$ cat src/rtl/rv32_types.sv
// ---------------------------------------------------------------------------
// rv32_types
// Shared types and constants for the RV32 decode-stage hazard logic.
//   reg_id_t         : architectural register index (x0..x31)
//   REG_ZERO         : x0, hard-wired zero, never a hazard source
//   NO_BYPASS        : bypass_sel encoding meaning "read the register file"
//   *_DEFAULT        : default sizing used by the hazard unit parameters
// ---------------------------------------------------------------------------
package rv32_types;

    localparam int NUM_RS_DEFAULT  = 3;
    localparam int NUM_FWD_DEFAULT = 2;
    localparam int MAX_OUT_DEFAULT = 4;

    // bypass_sel value k+1 means "forward from stage k"; 0 is the register file.
    localparam int NO_BYPASS = 0;

    typedef logic [4:0] reg_id_t;

    localparam reg_id_t REG_ZERO = 5'd0;

endpackage

$ cat src/rtl/rv32_scoreboard.sv
// ---------------------------------------------------------------------------
// rv32_scoreboard
// 32-entry pending-write scoreboard plus in-flight counter for the
// variable-latency unit.
//   clk, rst     : clock, asynchronous active-high reset
//   set_en/set_rd: mark set_rd pending (long-latency issue accepted)
//   clr_en/clr_rd: write-back of clr_rd; ignored unless clr_rd is pending
//   busy_vec     : bit r set = register r has a write in flight (bit 0 is 0)
//   outstanding  : number of in-flight long-latency writes
// ---------------------------------------------------------------------------
module rv32_scoreboard
    import rv32_types::*;
#(
    parameter  int MAX_OUT = MAX_OUT_DEFAULT,
    localparam int OW      = $clog2(MAX_OUT + 1)
) (
    input  logic          clk,
    input  logic          rst,
    input  logic          set_en,
    input  reg_id_t       set_rd,
    input  logic          clr_en,
    input  reg_id_t       clr_rd,
    output logic [31:0]   busy_vec,
    output logic [OW-1:0] outstanding
);

    logic [31:0]   busy_q, busy_d;
    logic [OW-1:0] out_q, out_d;
    logic          set_eff, clr_eff;

    // NOTE: every combinational output is given a default before any
    // conditional update, so no path leaves it unassigned and no latch forms.
    always_comb begin
        set_eff = set_en && (set_rd != REG_ZERO);
        // A write-back only counts if the register really is pending; stray
        // or post-reset completions must not disturb the counter.
        clr_eff = clr_en && (clr_rd != REG_ZERO) && busy_q[clr_rd];

        busy_d = busy_q;
        if (clr_eff) busy_d[clr_rd] = 1'b0;
        // Set is applied last so it wins over a same-register clear.
        if (set_eff) busy_d[set_rd] = 1'b1;
        busy_d[0] = 1'b0;

        out_d = out_q;
        if (set_eff && !clr_eff) begin
            out_d = out_q + OW'(1);
        end else if (!set_eff && clr_eff) begin
            out_d = out_q - OW'(1);
        end
    end

    // NOTE: the busy array is reset like any other state register: a reset
    // must drop every pending entry, so leaving it uninitialised is not an
    // option here even though it looks like a small memory.
    // NOTE: sequential state is updated with non-blocking assignments only,
    // so all flops sample their next-state values from the same edge.
    always_ff @(posedge clk or posedge rst) begin
        if (rst) begin
            busy_q <= '0;
            out_q  <= '0;
        end else begin
            busy_q <= busy_d;
            out_q  <= out_d;
        end
    end

    assign busy_vec    = busy_q;
    assign outstanding = out_q;

endmodule

$ cat src/rtl/rv32_scoreboard_hazard_unit.sv
// ---------------------------------------------------------------------------
// rv32_scoreboard_hazard_unit
// Decode-stage hazard detection for an RV32 pipeline: operand bypass
// selection, data / structural / WAW stall generation, long-latency
// scoreboard and a saturating stall-cycle counter.
//   clk, rst          : clock, asynchronous active-high reset
//   use_rs, rs_id     : per-slot source operand enable and register
//   issue_*           : decoded instruction (valid, writes rd, rd, long op)
//   flush             : kill the instruction in decode
//   fwd_wb/rd/ok      : forwarding stages, index 0 youngest
//   done_valid/rd     : variable-latency unit write-back
//   stall             : combinational decode hold
//   bypass_sel        : per slot, 0 = register file, k+1 = stage k
//   busy_vec          : scoreboard bits
//   outstanding       : in-flight long ops
//   stall_cycles      : saturating count of stalled cycles
// ---------------------------------------------------------------------------
module rv32_scoreboard_hazard_unit
    import rv32_types::*;
#(
    parameter  int NUM_RS  = NUM_RS_DEFAULT,
    parameter  int NUM_FWD = NUM_FWD_DEFAULT,
    parameter  int MAX_OUT = MAX_OUT_DEFAULT,
    localparam int SW      = $clog2(NUM_FWD + 1),
    localparam int OW      = $clog2(MAX_OUT + 1)
) (
    input  logic                       clk,
    input  logic                       rst,
    input  logic [NUM_RS-1:0]          use_rs,
    input  reg_id_t [NUM_RS-1:0]       rs_id,
    input  logic                       issue_valid,
    input  logic                       issue_wb,
    input  reg_id_t                    issue_rd,
    input  logic                       issue_long,
    input  logic                       flush,
    input  logic [NUM_FWD-1:0]         fwd_wb,
    input  reg_id_t [NUM_FWD-1:0]      fwd_rd,
    input  logic [NUM_FWD-1:0]         fwd_ok,
    input  logic                       done_valid,
    input  reg_id_t                    done_rd,
    output logic                       stall,
    output logic [NUM_RS-1:0][SW-1:0]  bypass_sel,
    output logic [31:0]                busy_vec,
    output logic [OW-1:0]              outstanding,
    output logic [31:0]                stall_cycles
);

    logic        data_stall, struct_stall, waw_stall;
    logic        accept;
    logic [31:0] stall_cycles_q, stall_cycles_d;

    always_comb begin : operand_check
        logic [SW-1:0] sel;
        logic          sel_ok;
        data_stall = 1'b0;
        bypass_sel = '0;
        for (int s = 0; s < NUM_RS; s++) begin
            sel    = SW'(NO_BYPASS);
            sel_ok = 1'b1;
            if (use_rs[s] && (rs_id[s] != REG_ZERO)) begin
                // Scan oldest to youngest so the youngest match overwrites.
                for (int k = NUM_FWD - 1; k >= 0; k--) begin
                    if (fwd_wb[k] && (fwd_rd[k] == rs_id[s])) begin
                        sel    = SW'(k + 1);
                        sel_ok = fwd_ok[k];
                    end
                end
                // Uses the registered busy bit: a same-cycle write-back has
                // not reached the register file yet, so the stall holds.
                if (!sel_ok || busy_vec[rs_id[s]]) data_stall = 1'b1;
            end
            bypass_sel[s] = sel;
        end
    end

    assign struct_stall = issue_long && (outstanding == OW'(MAX_OUT));
    assign waw_stall    = issue_wb && (issue_rd != REG_ZERO) && busy_vec[issue_rd];

    assign stall  = issue_valid && !flush && (data_stall || struct_stall || waw_stall);
    assign accept = issue_valid && !flush && !stall;

    rv32_scoreboard #(
        .MAX_OUT (MAX_OUT)
    ) u_scoreboard (
        .clk         (clk),
        .rst         (rst),
        .set_en      (accept && issue_long),
        .set_rd      (issue_rd),
        .clr_en      (done_valid),
        .clr_rd      (done_rd),
        .busy_vec    (busy_vec),
        .outstanding (outstanding)
    );

    always_comb begin
        stall_cycles_d = stall_cycles_q;
        if (stall && (stall_cycles_q != 32'hFFFF_FFFF)) begin
            stall_cycles_d = stall_cycles_q + 32'd1;
        end
    end

    always_ff @(posedge clk or posedge rst) begin
        if (rst) stall_cycles_q <= '0;
        else     stall_cycles_q <= stall_cycles_d;
    end

    assign stall_cycles = stall_cycles_q;

endmodule

$ cat config.mk
export PLATFORM = sky130hd
export DESIGN_NAME = rv32_scoreboard_hazard_unit
export DESIGN_NICKNAME = d
export VERILOG_FILES = /design/src/rtl/rv32_types.sv /design/src/rtl/rv32_scoreboard.sv /design/src/rtl/rv32_scoreboard_hazard_unit.sv
export SDC_FILE = /design/constraint.sdc
export NUM_CORES = 1
export LEC_CHECK = 0
export ABC_AREA = 1
export CORE_MARGIN = 2
export CORE_UTILIZATION = 49
export CTS_BUF_LIST = sky130_fd_sc_hd__clkbuf_4
export DETAILED_ROUTE_END_ITERATION = 7
export PLACE_DENSITY_LB_ADDON = 0.08
export SYNTH_ARGS = -nofsm -noshare
export SYNTH_HDL_FRONTEND = slang
export SYNTH_SLANG_ARGS = --single-unit
$ cat constraint.sdc
create_clock -name clk -period 2.4 [get_ports clk]
set_clock_uncertainty 0.05 [all_clocks]
set_input_delay 0.6 -clock clk [delete_from_list [all_inputs] [get_ports clk]]
set_output_delay 0.6 -clock clk [all_outputs]
set_load 0.005 [all_outputs]
==> flow_summary.yaml, run 1 <==
timing:
  report.final.setup_viol: 8
  post_route_setup_tns_ns: -0.9611
  period_share_pct: 113.9
  grt_setup_unrepaired: "true"
  report.final.slew_viol_count: 0
  holdWs_ns: 0.4570
  min_period_ns: 2.733
  hold_viol_final: 0
  post_layout_worst_setup_margin_ns: -0.3327
  max_clock_freq_mhz: 365.9
grt:
  antenna_violations_before_repair: 0
  groute.usage.overall_pct: 36.22
  grt_pass1_wl_um: 38710
  grt_max_degree: 67
  first_global_vias: 7717
  grt_overflow_total: 0
yosys:
  synth_common_cells: "433 x sky130_fd_sc_hd__nand2_1, 121 x sky130_fd_sc_hd__nor2_1, 99 x sky130_fd_sc_hd__inv_1"
  post-synth-top-area-cell: "sky130_fd_sc_hd__dfrtp_1"
  yosys_most_used_dff: "sky130_fd_sc_hd__dfrtp_1"
  synth_top_cells_by_area: "sky130_fd_sc_hd__dfrtp_1 26%, sky130_fd_sc_hd__nand2_1 26%, sky130_fd_sc_hd__nor2_1 7.2%"
  yosysWarningCount: 0
  leading_cell_type_by_number_of_instances_after_synthesis: "sky130_fd_sc_hd__nand2_1"
  synth_seq_area_share_pct: 26.30
  synthesis.instances: 1080
  synthesis.area_um2: 6280
  ys_types: 38
  syn-mean-instance-area_um2: 5.815
  syn-num-nets: 1132
  postSynthRegisterBits: 66
  synth_top_area_share_pct: 26.30
  postSynth.asyncResetShare_pct: 100.0
  synth_edf_count: 0
critical_path:
  max_stage_delay_ns: 0.52
  worst_path_max_delay_cell: "sky130_fd_sc_hd__clkdlybuf4s50_1"
  critical_path_launch_point_type: "input port"
  worst-setup-path-type: "in -> reg"
  reg2reg_depth: 20
  crit_chain: "clkdlybuf4s50_1 > inv_2 > nand2_2 > o22ai_1 > o21ai_0 > nand4_1 > nand3b_1 > nand2_2 > ha_4 > inv_2 > fa_2 > a21oi_2 > o21ai_1 > xnor2_1"
  timing.rr.end: "u_scoreboard.outstanding[2]"
  cp_max_fo: 8
  cp.arrival_ns: 3.03
  reg2reg_from: "u_scoreboard.busy_vec[27]"
  worstSetupEndpointType: "flop"
  crit_path_required_time_ns: 2.70
  r2r_setup_slack_ns: -0.30
cts:
  clock_path_buffers: 2
  worst_skew_pair.late_latency_ns: 0.46
  ctsHoldBuffers: 0
  cts.htree.levels: 3
  tritoncts: "done"
  ctsRootBufferMaster: "sky130_fd_sc_hd__clkbuf_4"
  cts.sink_count: 66
  cts_buffers: 9
  cts.clk_slew.worst_paths_ns: 0.13
cells_and_area:
  finish.net_count: 1423
  drive_gt1_share_pct: 26.53
  fillers: 1073
  layoutNonFillerInstCount: 1548
  final_util_pct: 75.73
  diodes: 0
  layout-area-overhead-vs-synth_pct: 51.56
placed_design:
  place_congestion: 1.007
  place.detailed.hpwl_um: 18270
  dp_worst_setup_slack_ns: -1.165
  io_buffers: 121
  dp.cells: 1496
drt:
  route.vias.total: 8553
  antenna_left: 0
  routed_via_density: 5.525
  detail_route.iter0.violations: 996
  detail_route.first_pass.iterations: 6
  routedWlPerCell_um: 16.44
  drc: 0
  drt-total-wl_um: 25450
pwr:
  worst_ir_drop_vdd_mv: 0.4153
  power.density_cell_area_nw_per_um2: 425.7
  cell_leakage_power_nw: 4.828
die:
  die-height_um: 117.2
  rows: 41
  initial_core_util_pct: 49.97
  floorplan.die.width_um: 117.2
  io_pins: 123
  fp.coreArea_um2: 12570
  die_area_um2: 13740
run_status:
  run_status: "finished, violations left"
  failed_checks: "negative setup slack"
min_path:
  hold_path_class: "in -> async"
run:
  drv.max_cap_violation_count: 0
==> layer usage <==
| metal | routed length, um | global-route usage [%] | up-vias |
|---|---|---|---|
| met5 | 0 | 0 | - |
| met2 | 11300 | 56.09 | 474 |
| met3 | 2576 | 6.540 | 86 |
| li1 | - | - | 4055 |
| met4 | 878 | 14.75 | 0 |
| met1 | 10700 | 50.03 | 3938 |
==> critical path: cells and delay by family <==
| family | cells | cell delay [ns] |
|---|---|---|
| AOI/OAI and AO/OA | 4 | 0.52 |
| xor gates and xnor gates | 1 | 0.13 |
| adders and majority gates | 2 | 0.49 |
| buffers and inverters | 3 | 0.64 |
| and+or+nand+nor | 4 | 0.63 |
==> cells in the final DEF, fill, tap and decap left out, types with 9 or more instances in the layout <==
cell type and instances:
sky130_fd_sc_hd__inv_2 36, sky130_fd_sc_hd__buf_6 26, sky130_fd_sc_hd__xor2_1 26, sky130_fd_sc_hd__o22ai_1 12, sky130_fd_sc_hd__o21ai_0 32, sky130_fd_sc_hd__nand4_1 46
sky130_fd_sc_hd__nor2_2 11, sky130_fd_sc_hd__nand2_1 411, sky130_fd_sc_hd__o21ai_1 37, sky130_fd_sc_hd__nand2_2 16, sky130_fd_sc_hd__nor2_1 104, sky130_fd_sc_hd__dfrtp_1 63
sky130_fd_sc_hd__clkbuf_4 9, sky130_fd_sc_hd__nor3_2 9, sky130_fd_sc_hd__nand3_1 77, sky130_fd_sc_hd__buf_12 9, sky130_fd_sc_hd__nor3_1 25, sky130_fd_sc_hd__buf_2 22
sky130_fd_sc_hd__inv_1 66, sky130_fd_sc_hd__buf_4 167, sky130_fd_sc_hd__clkdlybuf4s50_1 81
==> flip-flops by register name, summed over array words and instances, names as in the netlist <==
register                  count
stall_cycles                 32
u_scoreboard.outstanding      3
u_scoreboard.busy_vec        31
==> cell families (layout without fill, tap and decap cells) <==
| family | after synthesis | in the layout | share of synthesized area (%) |
|---|---|---|---|
| flops | 66 | 66 | 26.30 |
| xor+xnor | 34 | 34 | 4.742 |
| buf+inv | 150 | 446 | 10.58 |
| other cells | 1 | 1 | 0.05972 |
| mux | 1 | 1 | 0.1793 |
| simple gates | 726 | 726 | 48.50 |
| compound gates | 99 | 99 | 8.926 |
| fa+ha+maj | 3 | 3 | 0.7172 |
==> report_power, final <==
part	internal, W	total (W)	switching [W]	leakage [nW]
Clock	0.000312	0.000767	0.000455	0.0656
Sequential	0.00123	0.00136	0.000131	0.895
Combinational	0.000923	0.00192	0.00100	3.87
==> what timing repair did <==
item                                    4_1_cts  5_1_grt
pin swaps                                    43       35
endpoints found under the setup margin       73       73
cloned                                        1        0
buffers inserted                             30       16
gates resized for setup                     233       72
==> through the flow <==
stage,total power (W),instance area [um^2]
after detailed placement,0.003071,8826
after floorplan,0.002140,6371
after global routing,0.004262,9518
after global placement,0.003057,8826
after CTS,0.003951,9398
final,0.004052,9518
==> layout make-up <==
cell class,instances,area [um^2],share of cell area [%]
Inverter,111,454.2,4.772
Clock buffer,9,67.56,0.7099
Multi-Input combinational cell,864,4274,44.91
Sequential cell,66,1655,17.39
Timing Repair Buffer,319,2781,29.22
Clock inverter,7,70.07,0.7362
Tap cell,172,215.2,2.261
==> worst max-delay path by stage <==
stage,depth (start not counted),from,endpoint
detailed placement,21,issue_rd[0],u_scoreboard.outstanding[2]
finish,14,done_rd[1],u_scoreboard.outstanding[2]
CTS,20,u_scoreboard.busy_vec[27],u_scoreboard.outstanding[2]
global placement,14,issue_rd[0],stall
floorplan,20,rs_id[10],u_scoreboard.outstanding[1]
global route,13,fwd_rd[7],stall
Note: power is estimated with default switching activity, not from simulation.
==> run 2, diff against run 1 <==
- CAP_MARGIN: default -> 20
- PLACE_DENSITY: default -> 0.86
- PLACE_DENSITY_LB_ADDON: 0.08 -> default
==> run 2 against run 1 <==
The run ends with design-rule violations, negative setup slack left. Sequential power is essentially flat. Sequential cell count unchanged. First-iteration DRC count is 19% higher. Clock power is 15% higher. Routed wire length up 7.7%. Die area unchanged. Total power increased by 5.0%. Final area up 1.5%. Global-route usage rose by 3.3 points. Register-to-register slack worse by 0.11 ns. Critical path type is now reg -> reg. Largest cell class unchanged.
==> flow_summary.yaml, run 2 (synthesized netlist as in run 1, its figures left out) <==
pwr:
  cell_leakage_power_nw: 4.908
  post-layout-total-power_w: 0.004253
  worst_ir_drop_vdd_mv: 0.4671
  power.density_cell_area_nw_per_um2: 440.2
critical_path:
  cp_max_fo: 4
  crit_path_required_time_ns: 2.69
  critical_path_launch_point_type: "flop"
  worst-setup-path-type: "reg -> reg"
  cp.arrival_ns: 3.10
  worstSetupEndpointType: "flop"
timing:
  post_route_setup_tns_ns: -4.221
  grt_setup_unrepaired: "true"
  period_share_pct: 117.0
  hold_viol_final: 0
  report.final.slew_viol_count: 0
  max_clock_freq_mhz: 356.1
  max_slew_margin_pct: 66.74
  min_period_ns: 2.808
  report.final.setup_viol: 44
  holdWs_ns: 0.4163
  post_layout_worst_setup_margin_ns: -0.4083
  timing_worst_slew_pin_value_ns: 0.4950
drt:
  drt-total-wl_um: 27400
  detail_route.iter0.violations: 1181
  route.vias.total: 8941
  drc: 2
  antenna_left: 0
  detail_route.first_pass.iterations: 8
  routedWlPerCell_um: 17.67
  routed_via_density: 5.765
placed_design:
  io_buffers: 121
  place_congestion: 1.012
  place.detailed.hpwl_um: 19160
cts:
  cts_buffers: 9
  ctsHoldBuffers: 0
  cts.sink_count: 66
  ctsRootBufferMaster: "sky130_fd_sc_hd__clkbuf_4"
  worst_skew_pair.late_latency_ns: 0.45
  tritoncts: "done"
  cts.htree.levels: 3
  clock_path_buffers: 2
  cts.clk_slew.worst_paths_ns: 0.12
die:
  die_area_um2: 13740
  io_pins: 123
  initial_core_util_pct: 49.97
  rows: 41
  fp.coreArea_um2: 12570
  floorplan.die.width_um: 117.2
  die-height_um: 117.2
cells_and_area:
  multi_input_combinational_cell_area_um2: 4280
  layout.cells.most_common_list: "415 x sky130_fd_sc_hd__nand2_1, 158 x sky130_fd_sc_hd__buf_4, 103 x sky130_fd_sc_hd__nor2_1"
  drive_gt1_share_pct: 27.36
  layout-area-overhead-vs-synth_pct: 53.84
  fillers: 986
  finish.net_count: 1425
  largest_register_ffs: 32
  mostFrequentLayoutCell: "sky130_fd_sc_hd__nand2_1"
  layout.area.seq_um2: 1658
grt:
  grt_max_degree: 34
  grt_overflow_total: 0
  grt_pass1_wl_um: 41920
  groute.usage.overall_pct: 39.50
  first_global_vias: 8291
  antenna_violations_before_repair: 1
min_path:
  hold_path_class: "in -> async"
run_status:
  run_status: "finished, violations left"
  failed_checks: "design-rule violations, negative setup slack"
run:
  drv.max_cap_violation_count: 0
## run 2: changes by cell type in the layout (fill, tap and decap cells not counted), moves of 4 or more
cell	delta
sky130_fd_sc_hd__buf_4	-9
sky130_fd_sc_hd__nand2_2	-7
sky130_fd_sc_hd__o21ai_1	-6
sky130_fd_sc_hd__nor2_2	+5
sky130_fd_sc_hd__buf_2	+4
sky130_fd_sc_hd__buf_6	+4
sky130_fd_sc_hd__clkbuf_2	-4
sky130_fd_sc_hd__inv_1	-4
sky130_fd_sc_hd__inv_6	+4
sky130_fd_sc_hd__nand2_1	+4
sky130_fd_sc_hd__nor2_4	-4
sky130_fd_sc_hd__o21ai_2	+4
## run 2: worst paths after layout
kind | cells after the start | from | slack [ns] | to
max | 17 | u_scoreboard.busy_vec[5] | -0.41 | u_scoreboard.outstanding[1]
min | 2 | rst | 0.42 | u_scoreboard.busy_vec[6]
max reg2reg | 17 | u_scoreboard.busy_vec[5] | -0.41 | u_scoreboard.outstanding[1]
min reg2reg | 2 | stall_cycles[31] | 0.48 | stall_cycles[31]
max in group asynchronous | 3 | rst | 1.36 | stall_cycles[31]
min in group clk | 2 | stall_cycles[31] | 0.48 | stall_cycles[31]
## run 2: metal layers
layer / track usage (%) / routed length [um] / up-vias
met5: 0 / 0 / -
met4: 19.76 / 1628 / 0
met3: 8.908 / 3217 / 164
met2: 62.80 / 12280 / 633
met1: 50.63 / 10280 / 4070
li1: - / - / 4074
## run 2: what timing repair did
action,CTS,global route
endpoints found under the setup margin,73,73
pin swaps,45,33
setup buffers,23,6
gates cloned,6,2
resized for setup,277,64
## run 2: cell type report
type                            count  share of cell area [%]
Multi-Input combinational cell    864                   44.31
Timing Repair Buffer              319                   29.61
Sequential cell                    66                   17.16
Inverter                          111                   4.831
Tap cell                          172                   2.228
Clock inverter                      7                  0.9584
Clock buffer                        9                  0.6994
Timing Repair inverter              2                  0.1813
Antenna cell                        1                 0.02590
## run 2: worst max-delay path: stages, from the launching register on
cell and delay [ns]:
sky130_fd_sc_hd__dfrtp_2 0.49, sky130_fd_sc_hd__buf_6 0.15, sky130_fd_sc_hd__nor2_2 0.08, sky130_fd_sc_hd__nor2_1 0.05, sky130_fd_sc_hd__nor2_1 0.11, sky130_fd_sc_hd__nand2_1 0.08, sky130_fd_sc_hd__nand3_1 0.09, sky130_fd_sc_hd__nand2_1 0.09
sky130_fd_sc_hd__o21bai_2 0.19, sky130_fd_sc_hd__nand2_2 0.10, sky130_fd_sc_hd__inv_2 0.08, sky130_fd_sc_hd__buf_6 0.11, sky130_fd_sc_hd__nand2_8 0.06, sky130_fd_sc_hd__nor2_8 0.09, sky130_fd_sc_hd__ha_4 0.16, sky130_fd_sc_hd__inv_4 0.04
sky130_fd_sc_hd__fa_2 0.41, sky130_fd_sc_hd__mux2_4 0.28
## run 2: per-stage QoR
step	worst slack, ns	cells	cell area, um^2	util, %
after floorplan	-0.4498	1080	6371	-
after global placement	-1.138	1507	8921	70.98
after detailed placement	-1.232	1507	8921	70.98
after CTS	-0.3433	1550	9515	75.71
after global routing	-0.5229	1551	9661	76.86
final	-0.4083	1551	9661	76.86
## run 2: power by group
group | switching [W] | internal (W)
registers | 0.000137 | 0.00123
clock network | 0.000457 | 0.000422
logic | 0.00106 | 0.000944
total | 0.00166 | 0.00260
